--- src/rtl/delay_meter_pkg.sv ---
// Shared types and default parameters for the delay meter.
package delay_meter_pkg;

   localparam int unsigned DEF_WIDTH       = 8;
   localparam int unsigned DEF_SYNC_STAGES = 2;

   typedef enum logic [1:0] {
      ST_IDLE  = 2'd0,
      ST_ARMED = 2'd1,
      ST_COUNT = 2'd2,
      ST_HOLD  = 2'd3
   } state_e;

endpackage

--- src/rtl/edge_sync.sv ---
// Multi-flop synchronizer followed by a registered rising-edge detector.
module edge_sync #(
   parameter int unsigned STAGES = 2
) (
   input  logic clk,
   input  logic rst,
   input  logic din,
   output logic pulse
);

   logic [STAGES-1:0] sync_q, sync_d;
   logic              prev_q, prev_d;
   logic              pulse_q, pulse_d;

   // Shift the pin through the synchronizer and flag a 0->1 transition.
   always_comb begin
      sync_d  = {sync_q[STAGES-2:0], din};
      prev_d  = sync_q[STAGES-1];
      pulse_d = sync_q[STAGES-1] & ~prev_q;
   end

   // Synchronizer, history and pulse registers.
   always_ff @(posedge clk or posedge rst) begin
      if (rst) begin
         sync_q  <= '0;
         prev_q  <= 1'b0;
         pulse_q <= 1'b0;
      end else begin
         sync_q  <= sync_d;
         prev_q  <= prev_d;
         pulse_q <= pulse_d;
      end
   end

   assign pulse = pulse_q;

endmodule

--- src/rtl/delay_meter.sv ---
// Start-to-stop delay meter: synchronized pins, capture FSM, saturating
// counter and a valid/ready result register.
module delay_meter
   import delay_meter_pkg::*;
#(
   parameter int unsigned WIDTH       = DEF_WIDTH,
   parameter int unsigned SYNC_STAGES = DEF_SYNC_STAGES
) (
   input  logic             clk,
   input  logic             rst,
   input  logic             ena,
   input  logic             arm,
   input  logic             start_in,
   input  logic             stop_in,
   input  logic             ready,
   output logic [WIDTH-1:0] result,
   output logic             valid,
   output logic             overflow,
   output logic             busy
);

   localparam logic [WIDTH-1:0] CNT_MAX = '1;

   logic start_edge;
   logic stop_edge;

   state_e           state_q, state_d;
   logic [WIDTH-1:0] cnt_q, cnt_d;
   logic [WIDTH-1:0] result_q, result_d;
   logic             valid_q, valid_d;
   logic             overflow_q, overflow_d;
   logic             busy_q, busy_d;

   edge_sync #(.STAGES(SYNC_STAGES)) u_start_sync (
      .clk   (clk),
      .rst   (rst),
      .din   (start_in),
      .pulse (start_edge)
   );

   edge_sync #(.STAGES(SYNC_STAGES)) u_stop_sync (
      .clk   (clk),
      .rst   (rst),
      .din   (stop_in),
      .pulse (stop_edge)
   );

   // Next-state, counter and output logic; everything holds while ena is low.
   always_comb begin
      state_d    = state_q;
      cnt_d      = cnt_q;
      result_d   = result_q;
      valid_d    = valid_q;
      overflow_d = overflow_q;

      if (ena) begin
         unique case (state_q)
            ST_IDLE: begin
               if (arm) begin
                  overflow_d = 1'b0;
                  state_d    = ST_ARMED;
               end
            end
            ST_ARMED: begin
               if (start_edge) begin
                  cnt_d   = WIDTH'(1);
                  state_d = ST_COUNT;
               end
            end
            ST_COUNT: begin
               if (stop_edge) begin
                  result_d = cnt_q;
                  valid_d  = 1'b1;
                  state_d  = ST_HOLD;
               end else if (cnt_q != CNT_MAX) begin
                  cnt_d = cnt_q + WIDTH'(1);
                  if (cnt_d == CNT_MAX) begin
                     overflow_d = 1'b1;
                  end
               end
            end
            ST_HOLD: begin
               if (valid_q && ready) begin
                  valid_d = 1'b0;
                  state_d = ST_IDLE;
               end
            end
            default: state_d = ST_IDLE;
         endcase
      end

      busy_d = (state_d == ST_ARMED) || (state_d == ST_COUNT);
   end

   // State and datapath registers.
   always_ff @(posedge clk or posedge rst) begin
      if (rst) begin
         state_q    <= ST_IDLE;
         cnt_q      <= '0;
         result_q   <= '0;
         valid_q    <= 1'b0;
         overflow_q <= 1'b0;
         busy_q     <= 1'b0;
      end else begin
         state_q    <= state_d;
         cnt_q      <= cnt_d;
         result_q   <= result_d;
         valid_q    <= valid_d;
         overflow_q <= overflow_d;
         busy_q     <= busy_d;
      end
   end

   assign result   = result_q;
   assign valid    = valid_q;
   assign overflow = overflow_q;
   assign busy     = busy_q;

endmodule

--- config.mk ---
export PLATFORM = sky130hd
export DESIGN_NAME = delay_meter
export DESIGN_NICKNAME = d
export VERILOG_FILES = /design/src/rtl/delay_meter_pkg.sv /design/src/rtl/edge_sync.sv /design/src/rtl/delay_meter.sv
export SDC_FILE = /design/constraint.sdc
export NUM_CORES = 1
export LEC_CHECK = 0
export ABC_AREA = 1
export CORE_MARGIN = 4
export CORE_UTILIZATION = 53
export DETAILED_ROUTE_END_ITERATION = 16
export DONT_BUFFER_PORTS = 1
export PLACE_DENSITY = 0.72
export SYNTH_ARGS = -nofsm -noshare
export SYNTH_HDL_FRONTEND = slang
export SYNTH_SLANG_ARGS = --single-unit
--- constraint.sdc ---
create_clock -name clk -period 1.95 [get_ports clk]
set_clock_uncertainty 0.2 [all_clocks]
set_input_delay 0.585 -clock clk [delete_from_list [all_inputs] [get_ports clk]]
set_output_delay 0.585 -clock clk [all_outputs]
set_load 0.05 [all_outputs]
==> flow_summary.toml, run 1 <==
[run_status]
run_status = "finished, final reports clean"

[die]
design.core.area_sq_um = 2450
floorplan.initialDensity = 0.549
die_area_sq_um = 3410
fp.dieH_um = 58.4
placementRows = 18
die_w_um = 58.4
ioPinCount = 18

[final_layout]
nFillCells = 214
antenna_diode_count = 0
areaGrowthSynthToFinish_pct = 10.6
finish.utilization = 0.607
fin_nets = 167
layout_cells_sized_above_1 = 0.157
final_cell_mix = "nand2_1, dfrtp_1, inv_1, nor2_1"
finish.cell_count_without_fillers = 189
layout_commonest_cell = "nand2_1"

[routing]
drt-total-wl_um = 2460
final_antenna_net_count = 0
detail_route.vias_per_cell = 5.27
drt_first_pass_iters = 4
drtIter0Drc = 42
wl_per_cell_um = 13.0
detail_route.drc_violations = 0
dr_total_vias = 996

[placement]
port_buffers = 0
number_of_placed_instances_taps_included = 180
post-dp-hpwl_um = 1820
gp_congestion = 0.840
dp_slack_ps = 173

[global_routing]
gr-usage-all-layers = 0.181
globalRoute.totalOverflow = 0
globalRouteMet1Util = 0.220
grt-busiest-layer = "met2"
grt_util_met3 = 0.0724
antenna_found_initial = 0
grt_first_pass_wirelength_um = 4570
grt_max_degree = 19
vias_in_the_first_global_route = 1022
grt_util_met2 = 0.271

[worst_setup_path]
total_number_of_cells_along_the_worst_setup_path = 0
worstSetupPathType = "reg -> out"
cp.required_ps = 1160
worst_setup_path_start_kind = "flop"
reg2reg_depth = 11
critPathCaptureType = "output pin"
crit_arrival_ps = 1000
worstPathMaxFanout = 3

[clock_tree]
post_cts.resized_instances = 0
cts.sink_count = 29
worst_skew_pair.late_latency_ps = 340
cts-root-buf = "clkbuf_4"
postCtsSetupBuffers = 0
cts_hold_repair.buffers = 1
cts_htree_levels = 2
clk_pin_slew_ps = 100
cts_tree = "built"
cts_inserted_buffers = 5
clock_path_buffers = 2

[yosys]
netlist.top_cell.by_area = "dfrtp_1"
ys_seq_area_frac = 0.539
seq_cells_post_synth = 29
number_of_enable_type_register_cells_in_the_synthesized_netlist = 0
postSynth.topFlopCell = "dfrtp_1"
synth_top_area_share = 0.539
mean_instance_size_in_the_synthesized_netlist_sq_um = 8.87
synth_async_sr_flop_share = 1.00
synth_fp_nets = 161
synth-warning-count = 0
synth.lib_cells_used.distinct = 23
synth.cell_area_sq_um = 1350
postSynthCellCount = 152
netlist_top_cells_area = "dfrtp_1, nand2_1, inv_1"

[sta]
slew_headroom = 0.657
worst-slew-pin-transition_ps = 513
max_clock_freq_mhz = 559
period_share = 0.918
slew_viol_final = 0
postLayoutSetupSlackWorst_ps = 161
fin_worst_hold_slack_ps = 68.7
setup_violations = 0
finalHoldViolCount = 0
unrepaired_setup_endpoints_after_global_routing = "no"
finalSetupTns_ps = 0
post-route-min-period_ps = 1790

[power_and_ir_drop]
peakVddDrop_mv = 0.946
leakage_nw = 0.681
power.combinational.fraction = 0.203
internal-power_w = 0.00115
power.net_switching_w = 0.000787
swShare = 0.406
power_frac_seq = 0.526
power_per_cell_area_nw_per_um2 = 1300
power.clock.fraction = 0.271

[min_path]
worst_hold_stages = 0
hold_path.class = "in -> reg"

[job]
max-cap-violations = 0
metal layers:
metal / share of wire / routed length, um
met2: 0.48 / 1170
met3: 0.078 / 192
met4: 0.022 / 55
met5: 0 / 0
met1: 0.42 / 1040
area by class of cell:
cell class / instances / area (sq um) / share of cell area
flip-flops and latches: 29 / 726 / 0.487
multi-input cells: 100 / 533 / 0.358
inverters: 20 / 75.1 / 0.0504
clock buffers: 6 / 51.3 / 0.0344
clock inverters: 2 / 37.5 / 0.0252
well taps: 30 / 37.5 / 0.0252
repair buffers: 2 / 30.0 / 0.0202
per-stage QoR:
stage	cell area [sq um]	total power (W)
6_report	1490	0.00194
4_1_cts	1490	0.00196
3_3_place_gp	1390	0.00140
3_5_place_dp	1390	0.00143
2_1_floorplan	1350	0.00133
5_1_grt	1490	0.00207
cells in the mapped netlist (2+ instances only):
cell type / number
nor2_1: 11
o21ai_0: 10
nand4_1: 2
nand2_2: 2
o21ai_1: 10
inv_2: 3
ha_1: 2
nand3_4: 2
nor2_4: 2
nand3_1: 8
a21oi_1: 2
inv_1: 17
nand2_1: 41
nand3_2: 2
dfrtp_1: 29
buf_2: 2
power groups by stage:
| stage | sequential [W] | clock (W) | combinational, W |
|---|---|---|---|
| 2_1_floorplan | 0.000963 | 0 | 0.000370 |
| 5_1_grt | 0.00104 | 0.000564 | 0.000466 |
| 3_3_place_gp | 0.00102 | 0 | 0.000377 |
| 6_report | 0.00102 | 0.000526 | 0.000395 |
| 3_5_place_dp | 0.00103 | 0 | 0.000396 |
| 4_1_cts | 0.00102 | 0.000540 | 0.000402 |
flip-flops by register name, summed over array words and instances, names as in the netlist:
register,cells
u_stop_sync.pulse,1
u_start_sync.sync_q,2
cnt_q,8
overflow,1
state_q,2
busy,1
u_start_sync.prev_q,1
u_start_sync.pulse,1
u_stop_sync.sync_q,2
result,8
valid,1
u_stop_sync.prev_q,1
path summary, 6_finish.rpt:
kind / from / end / slack [ps]
worst max register to register: cnt_q[0]$_DFFE_PP0P_ / overflow$_DFFE_PP0P_ / 160
min in group asynchronous: rst / u_stop_sync.sync_q[0]$_DFF_PP0_ / 510
worst max-delay path: valid$_DFFE_PP0P_ / valid / 160
max in group asynchronous: rst / result[5]$_DFFE_PP0P_ / 570
worst min-delay path: start_in / u_start_sync.sync_q[0]$_DFF_PP0_ / 70
worst min register to register: u_start_sync.sync_q[0]$_DFF_PP0_ / u_start_sync.sync_q[1]$_DFF_PP0_ / 160
logic make-up (layout without fill, tap and decap cells):
| family | after synthesis | count (layout) | synth area share |
|---|---|---|---|
| buffers and inverters | 23 | 30 | 0.0659 |
| AND/OR/NAND/NOR | 72 | 72 | 0.267 |
| multiplexers | 1 | 1 | 0.00836 |
| flip-flops | 29 | 29 | 0.539 |
| XOR/XNOR | 1 | 1 | 0.00650 |
| AO/OA/AOI/OAI | 24 | 24 | 0.0947 |
| adder cells (fa/ha/maj) | 2 | 2 | 0.0186 |
No activity file was read; power rests on OpenSTA's default activity.
==> inputs of run 2 (changes only) <==
--- a/config.mk
+++ b/config.mk
@@ -6,11 +6,14 @@
 export NUM_CORES = 1
 export LEC_CHECK = 0
 export ABC_AREA = 1
+export CELL_PAD_IN_SITES_DETAIL_PLACEMENT = 0
+export CELL_PAD_IN_SITES_GLOBAL_PLACEMENT = 2
+export CORE_ASPECT_RATIO = 2
 export CORE_MARGIN = 4
-export CORE_UTILIZATION = 53
+export CORE_UTILIZATION = 37
 export DETAILED_ROUTE_END_ITERATION = 16
 export DONT_BUFFER_PORTS = 1
-export PLACE_DENSITY = 0.72
+export PLACE_DENSITY = 0.8
 export SYNTH_ARGS = -nofsm -noshare
 export SYNTH_HDL_FRONTEND = slang
 export SYNTH_SLANG_ARGS = --single-unit
==> run 2 against run 1 <==
  * Global-route usage down 4.1 points
  * Combinational power rose by 14%
  * Die area rose by 39%
  * Maximum frequency is 1.1% higher
  * First-iteration DRC count down 67%
  * Power rose by 6.7%
  * Sequential share of layout area shrank 1.5 points
  * Count of clock-buffer cells in the layout unchanged
  * Via count down 4.5%
  * Non-clock buffer count grew 1
  * Design area rose by 3.1%
  * Critical path type is now reg -> reg
  * Largest power group unchanged
==> flow_summary.toml, run 2 (synthesis results as in run 1) <==
[job]
max-cap-violations = 0

[sta]
post-route-min-period_ps = 1770
unrepaired_setup_endpoints_after_global_routing = "no"
slew_headroom = 0.668
finalHoldViolCount = 0
finalSetupTns_ps = 0
worst-slew-pin-transition_ps = 497
setup_violations = 0
max_clock_freq_mhz = 565
period_share = 0.908
slew_viol_final = 0

[final_layout]
final_cell_mix = "nand2_1, dfrtp_1, inv_1, nor2_1"
final-seq-area_sq_um = 726
fin_nets = 168
layout_commonest_cell = "nand2_1"
areaGrowthSynthToFinish_pct = 14.0
multiInputGateArea_sq_um = 533
nFillCells = 361
finish.utilization = 0.445
antenna_diode_count = 0
layout_cells_sized_above_1 = 0.169

[clock_tree]
cts-root-buf = "clkbuf_8"
cts_inserted_buffers = 5
cts_tree = "built"
post_cts.resized_instances = 0
cts_htree_levels = 2
cts_hold_repair.buffers = 0
clock_path_buffers = 2
worst_skew_pair.late_latency_ps = 280
clk_pin_slew_ps = 60
postCtsSetupBuffers = 0
cts.sink_count = 29

[routing]
dr_total_vias = 951
wl_per_cell_um = 13.3
detail_route.drc_violations = 0
drtIter0Drc = 14
drt_first_pass_iters = 4
final_antenna_net_count = 0
detail_route.vias_per_cell = 4.57
drt-total-wl_um = 2760

[placement]
port_buffers = 0
post-dp-hpwl_um = 2130
gp_congestion = 0.738

[power_and_ir_drop]
power.combinational.fraction = 0.218
internal-power_w = 0.00128
swShare = 0.381
power.clock.fraction = 0.310
power.net_switching_w = 0.000788
power_per_cell_area_nw_per_um2 = 1350
peakVddDrop_mv = 0.556
leakage_nw = 0.695
power_frac_seq = 0.472

[worst_setup_path]
crit_chain = "ha_1 -> nand2_1 -> nand2_1 -> nor2_1 -> nand3_1 -> nor2_1 -> nand2_1 -> nand2_1 -> nand2_1 -> nand2_1 -> nand2_1"
worst_setup_path_start_kind = "flop"
reg2reg_depth = 11
cp_max_stage_cell = "dfrtp_1"
critical_path.reg2reg.startpoint = "cnt_q[0]$_DFFE_PP0P_"
crit_path_buf_inv_count = 0
critPathTopFamily = "simple AND/OR/NAND/NOR gates"
critPathMostFrequentCell = "nand2_1"
worstPathMaxFanout = 6
cp.required_ps = 1920
reg2reg_to = "overflow$_DFFE_PP0P_"
worstSetupPathType = "reg -> reg"
slowest_delay_ps = 430
critical_path.startpoint = "cnt_q[0]$_DFFE_PP0P_"
crit_arrival_ps = 1740
critPathCaptureType = "flop"
reg2reg_setup_slack_ps = 180

[die]
fp.dieH_um = 93.3
design.core.area_sq_um = 3450
floorplan.initialDensity = 0.390
placementRows = 30
die_area_sq_um = 4730
ioPinCount = 18
die_w_um = 50.7

[global_routing]
globalRoute.totalOverflow = 0
grt_first_pass_wirelength_um = 4770
gr-usage-all-layers = 0.139
vias_in_the_first_global_route = 1015
antenna_found_initial = 0
grt_max_degree = 30

[min_path]
hold_path.class = "in -> async"

[run_status]
run_status = "finished, final reports clean"
## run 2: how the worst max path moves through the flow
| stage | end | cells past startpoint |
|---|---|---|
| final | overflow$_DFFE_PP0P_ | 11 |
| after global routing | overflow$_DFFE_PP0P_ | 10 |
| after CTS | overflow$_DFFE_PP0P_ | 11 |
| after detailed placement | overflow$_DFFE_PP0P_ | 11 |
| after global placement | overflow$_DFFE_PP0P_ | 11 |
| after floorplan | overflow$_DFFE_PP0P_ | 11 |
## run 2: layer usage
metal | track usage | up-vias | share of wire
met1 | 0.130 | 432 | 0.36
met5 | 0 | - | 0
met3 | 0.0351 | 6 | 0.033
met4 | 0.0764 | 0 | 0.027
li1 | - | 497 | -
met2 | 0.263 | 16 | 0.58
## run 2: layout make-up
type,instances,area share
clock buffers,6,0.0537
clock inverters,2,0.0244
inverters,20,0.0489
multi-input cells,100,0.347
flip-flops and latches,29,0.472
well taps,48,0.0391
repair buffers,3,0.0147
## run 2: power by group through the flow
| stage | logic (W) | clock network [W] | registers [W] |
|---|---|---|---|
| 6_report | 0.000451 | 0.000641 | 0.000978 |
| 3_5_place_dp | 0.000461 | 0 | 0.000994 |
| 2_1_floorplan | 0.000370 | 0 | 0.000963 |
| 3_3_place_gp | 0.000457 | 0 | 0.000989 |
| 5_1_grt | 0.000517 | 0.000694 | 0.00100 |
| 4_1_cts | 0.000463 | 0.000663 | 0.000982 |
## run 2: stage by stage
stage	cells	setup WS [ps]	total power (W)	hold WS, ps	instance area, sq um
CTS	208	170	0.00211	63.0	1540
finish	208	180	0.00207	60.6	1540
global placement	200	200	0.00145	132	1420
floorplan	152	339	0.00133	131	1350
global route	208	4.50	0.00221	81.3	1540
detailed placement	200	189	0.00145	136	1420
==> inputs of run 3 (changes only) <==
--- a/config.mk
+++ b/config.mk
@@ -10,9 +10,8 @@
 export CELL_PAD_IN_SITES_GLOBAL_PLACEMENT = 2
 export CORE_ASPECT_RATIO = 2
 export CORE_MARGIN = 4
-export CORE_UTILIZATION = 37
+export CORE_UTILIZATION = 32
 export DETAILED_ROUTE_END_ITERATION = 16
-export DONT_BUFFER_PORTS = 1
 export PLACE_DENSITY = 0.8
 export SYNTH_ARGS = -nofsm -noshare
 export SYNTH_HDL_FRONTEND = slang
==> run 3 against run 2 <==
  * Clock power down 26%
  * Count of clock-buffer cells in the layout down 1
  * Design area up 18%
  * Utilization down 0.20 points
  * Setup slack worse by 15 ps
  * Critical path type unchanged
  * Largest cell class unchanged
==> flow_summary.toml, run 3 (synthesis results as in run 1) <==
[clock_tree]
clk_pin_slew_ps = 60
cts-root-buf = "clkbuf_8"
postCtsSetupBuffers = 0
worst_skew_pair.late_latency_ps = 280
cts_hold_repair.buffers = 0
cts_htree_levels = 2
clock_path_buffers = 2
cts_inserted_buffers = 5
cts.sink_count = 29
cts_tree = "built"
post_cts.resized_instances = 0

[routing]
dr_total_vias = 1054
wl_per_cell_um = 12.3
drt-total-wl_um = 2860
detail_route.vias_per_cell = 4.54
detail_route.drc_violations = 0
drtIter0Drc = 15
final_antenna_net_count = 0
drt_first_pass_iters = 4

[global_routing]
vias_in_the_first_global_route = 1095
gr-usage-all-layers = 0.128
globalRoute.totalOverflow = 0
grt_max_degree = 30
grt_first_pass_wirelength_um = 5000
antenna_found_initial = 0

[die]
die_w_um = 53.9
design.core.area_sq_um = 4090
floorplan.initialDensity = 0.330
placementRows = 33
die_area_sq_um = 5380
ioPinCount = 18
fp.dieH_um = 99.8

[power_and_ir_drop]
swShare = 0.390
power.clock.fraction = 0.220
power_frac_seq = 0.395
leakage_nw = 0.811
power_per_cell_area_nw_per_um2 = 1190
internal-power_w = 0.00131
power.combinational.fraction = 0.384
power.net_switching_w = 0.000840
peakVddDrop_mv = 0.727

[worst_setup_path]
critPathCaptureType = "flop"
critical_path.reg2reg.startpoint = "cnt_q[0]$_DFFE_PP0P_"
crit_chain = "ha_1 -> nand2_1 -> nand2_1 -> nor2_1 -> nand3_1 -> nor2_1 -> nand2_1 -> nand2_1 -> nand2_1 -> nand2_1 -> nand2_1"
critPathTopFamily = "simple AND/OR/NAND/NOR gates"
critPathMostFrequentCell = "nand2_1"
reg2reg_to = "overflow$_DFFE_PP0P_"
worstPathMaxFanout = 5
cp.required_ps = 1920
critical_path.startpoint = "cnt_q[0]$_DFFE_PP0P_"
crit_path_buf_inv_count = 0
reg2reg_setup_slack_ps = 170
reg2reg_depth = 11
crit_arrival_ps = 1750
slowest_delay_ps = 390
cp_max_stage_cell = "dfrtp_1"
worst_setup_path_start_kind = "flop"
setup.worst_path.end = "overflow$_DFFE_PP0P_"
total_number_of_cells_along_the_worst_setup_path = 11
worstSetupPathType = "reg -> reg"

[placement]
dp_slack_ps = -59.2
gp_congestion = 0.761
post-dp-hpwl_um = 2240
port_buffers = 17

[sta]
finalHoldViolCount = 0
post-route-min-period_ps = 1780
slew_viol_final = 0
max_clock_freq_mhz = 560
period_share = 0.915
worst-slew-pin-transition_ps = 364
unrepaired_setup_endpoints_after_global_routing = "no"
slew_headroom = 0.757
postLayoutSetupSlackWorst_ps = 165
finalSetupTns_ps = 0
setup_violations = 0

[final_layout]
final_cell_mix = "nand2_1, dfrtp_1, inv_1, nor2_1, buf_12"
fin_nets = 188
antenna_diode_count = 0
finish.utilization = 0.443
layout_cells_sized_above_1 = 0.228
nFillCells = 416
layout_commonest_cell = "nand2_1"
areaGrowthSynthToFinish_pct = 34.4

[job]
max-cap-violations = 0

[min_path]
hold_path.class = "reg -> reg"

[run_status]
run_status = "finished, final reports clean"
-- run 3: worst min-delay path by stage --
stage | to | slack (ps) | start | depth (start not counted)
after floorplan | u_start_sync.sync_q[1]$_DFF_PP0_ | 130 | u_start_sync.sync_q[0]$_DFF_PP0_ | 0
after global placement | u_start_sync.sync_q[1]$_DFF_PP0_ | 140 | u_start_sync.sync_q[0]$_DFF_PP0_ | 0
after detailed placement | u_stop_sync.sync_q[1]$_DFF_PP0_ | 140 | u_stop_sync.sync_q[0]$_DFF_PP0_ | 0
after CTS | u_stop_sync.sync_q[1]$_DFF_PP0_ | 160 | u_stop_sync.sync_q[0]$_DFF_PP0_ | 0
after global routing | u_stop_sync.sync_q[1]$_DFF_PP0_ | 170 | u_stop_sync.sync_q[0]$_DFF_PP0_ | 0
final | u_stop_sync.sync_q[1]$_DFF_PP0_ | 150 | u_stop_sync.sync_q[0]$_DFF_PP0_ | 0
-- run 3: cell type report --
| cell class | instances | area [sq um] | area share |
|---|---|---|---|
| Tap cell | 52 | 65.1 | 0.0359 |
| Clock inverter | 3 | 17.5 | 0.00968 |
| Sequential cell | 29 | 726 | 0.401 |
| Timing Repair Buffer | 23 | 325 | 0.180 |
| Multi-Input combinational cell | 100 | 533 | 0.294 |
| Clock buffer | 5 | 68.8 | 0.0380 |
| Inverter | 20 | 75.1 | 0.0415 |
-- run 3: per-layer routing --
metal | global-route usage | wire length (um) | share of wire
met5 | 0 | 0 | 0
met4 | 0.0650 | 53 | 0.019
met3 | 0.0267 | 77 | 0.027
met2 | 0.222 | 1660 | 0.58
met1 | 0.137 | 1070 | 0.38
-- run 3: stage by stage --
stage | cells | cell area (sq um) | total power, W | hold WS [ps]
2_1_floorplan | 152 | 1350 | 0.00133 | 131
3_3_place_gp | 224 | 1720 | 0.00169 | 135
3_5_place_dp | 224 | 1720 | 0.00170 | 142
4_1_cts | 232 | 1810 | 0.00219 | 157
5_1_grt | 232 | 1810 | 0.00230 | 170
6_report | 232 | 1810 | 0.00215 | 154
-- run 3: power groups by stage --
stage                     clock, W  sequential [W]  combinational [W]
final                     0.000475        0.000851           0.000827
after global routing      0.000523        0.000872           0.000903
after floorplan                  0        0.000963           0.000370
after global placement           0        0.000857           0.000837
after detailed placement         0        0.000863           0.000840
after CTS                 0.000495        0.000853           0.000843
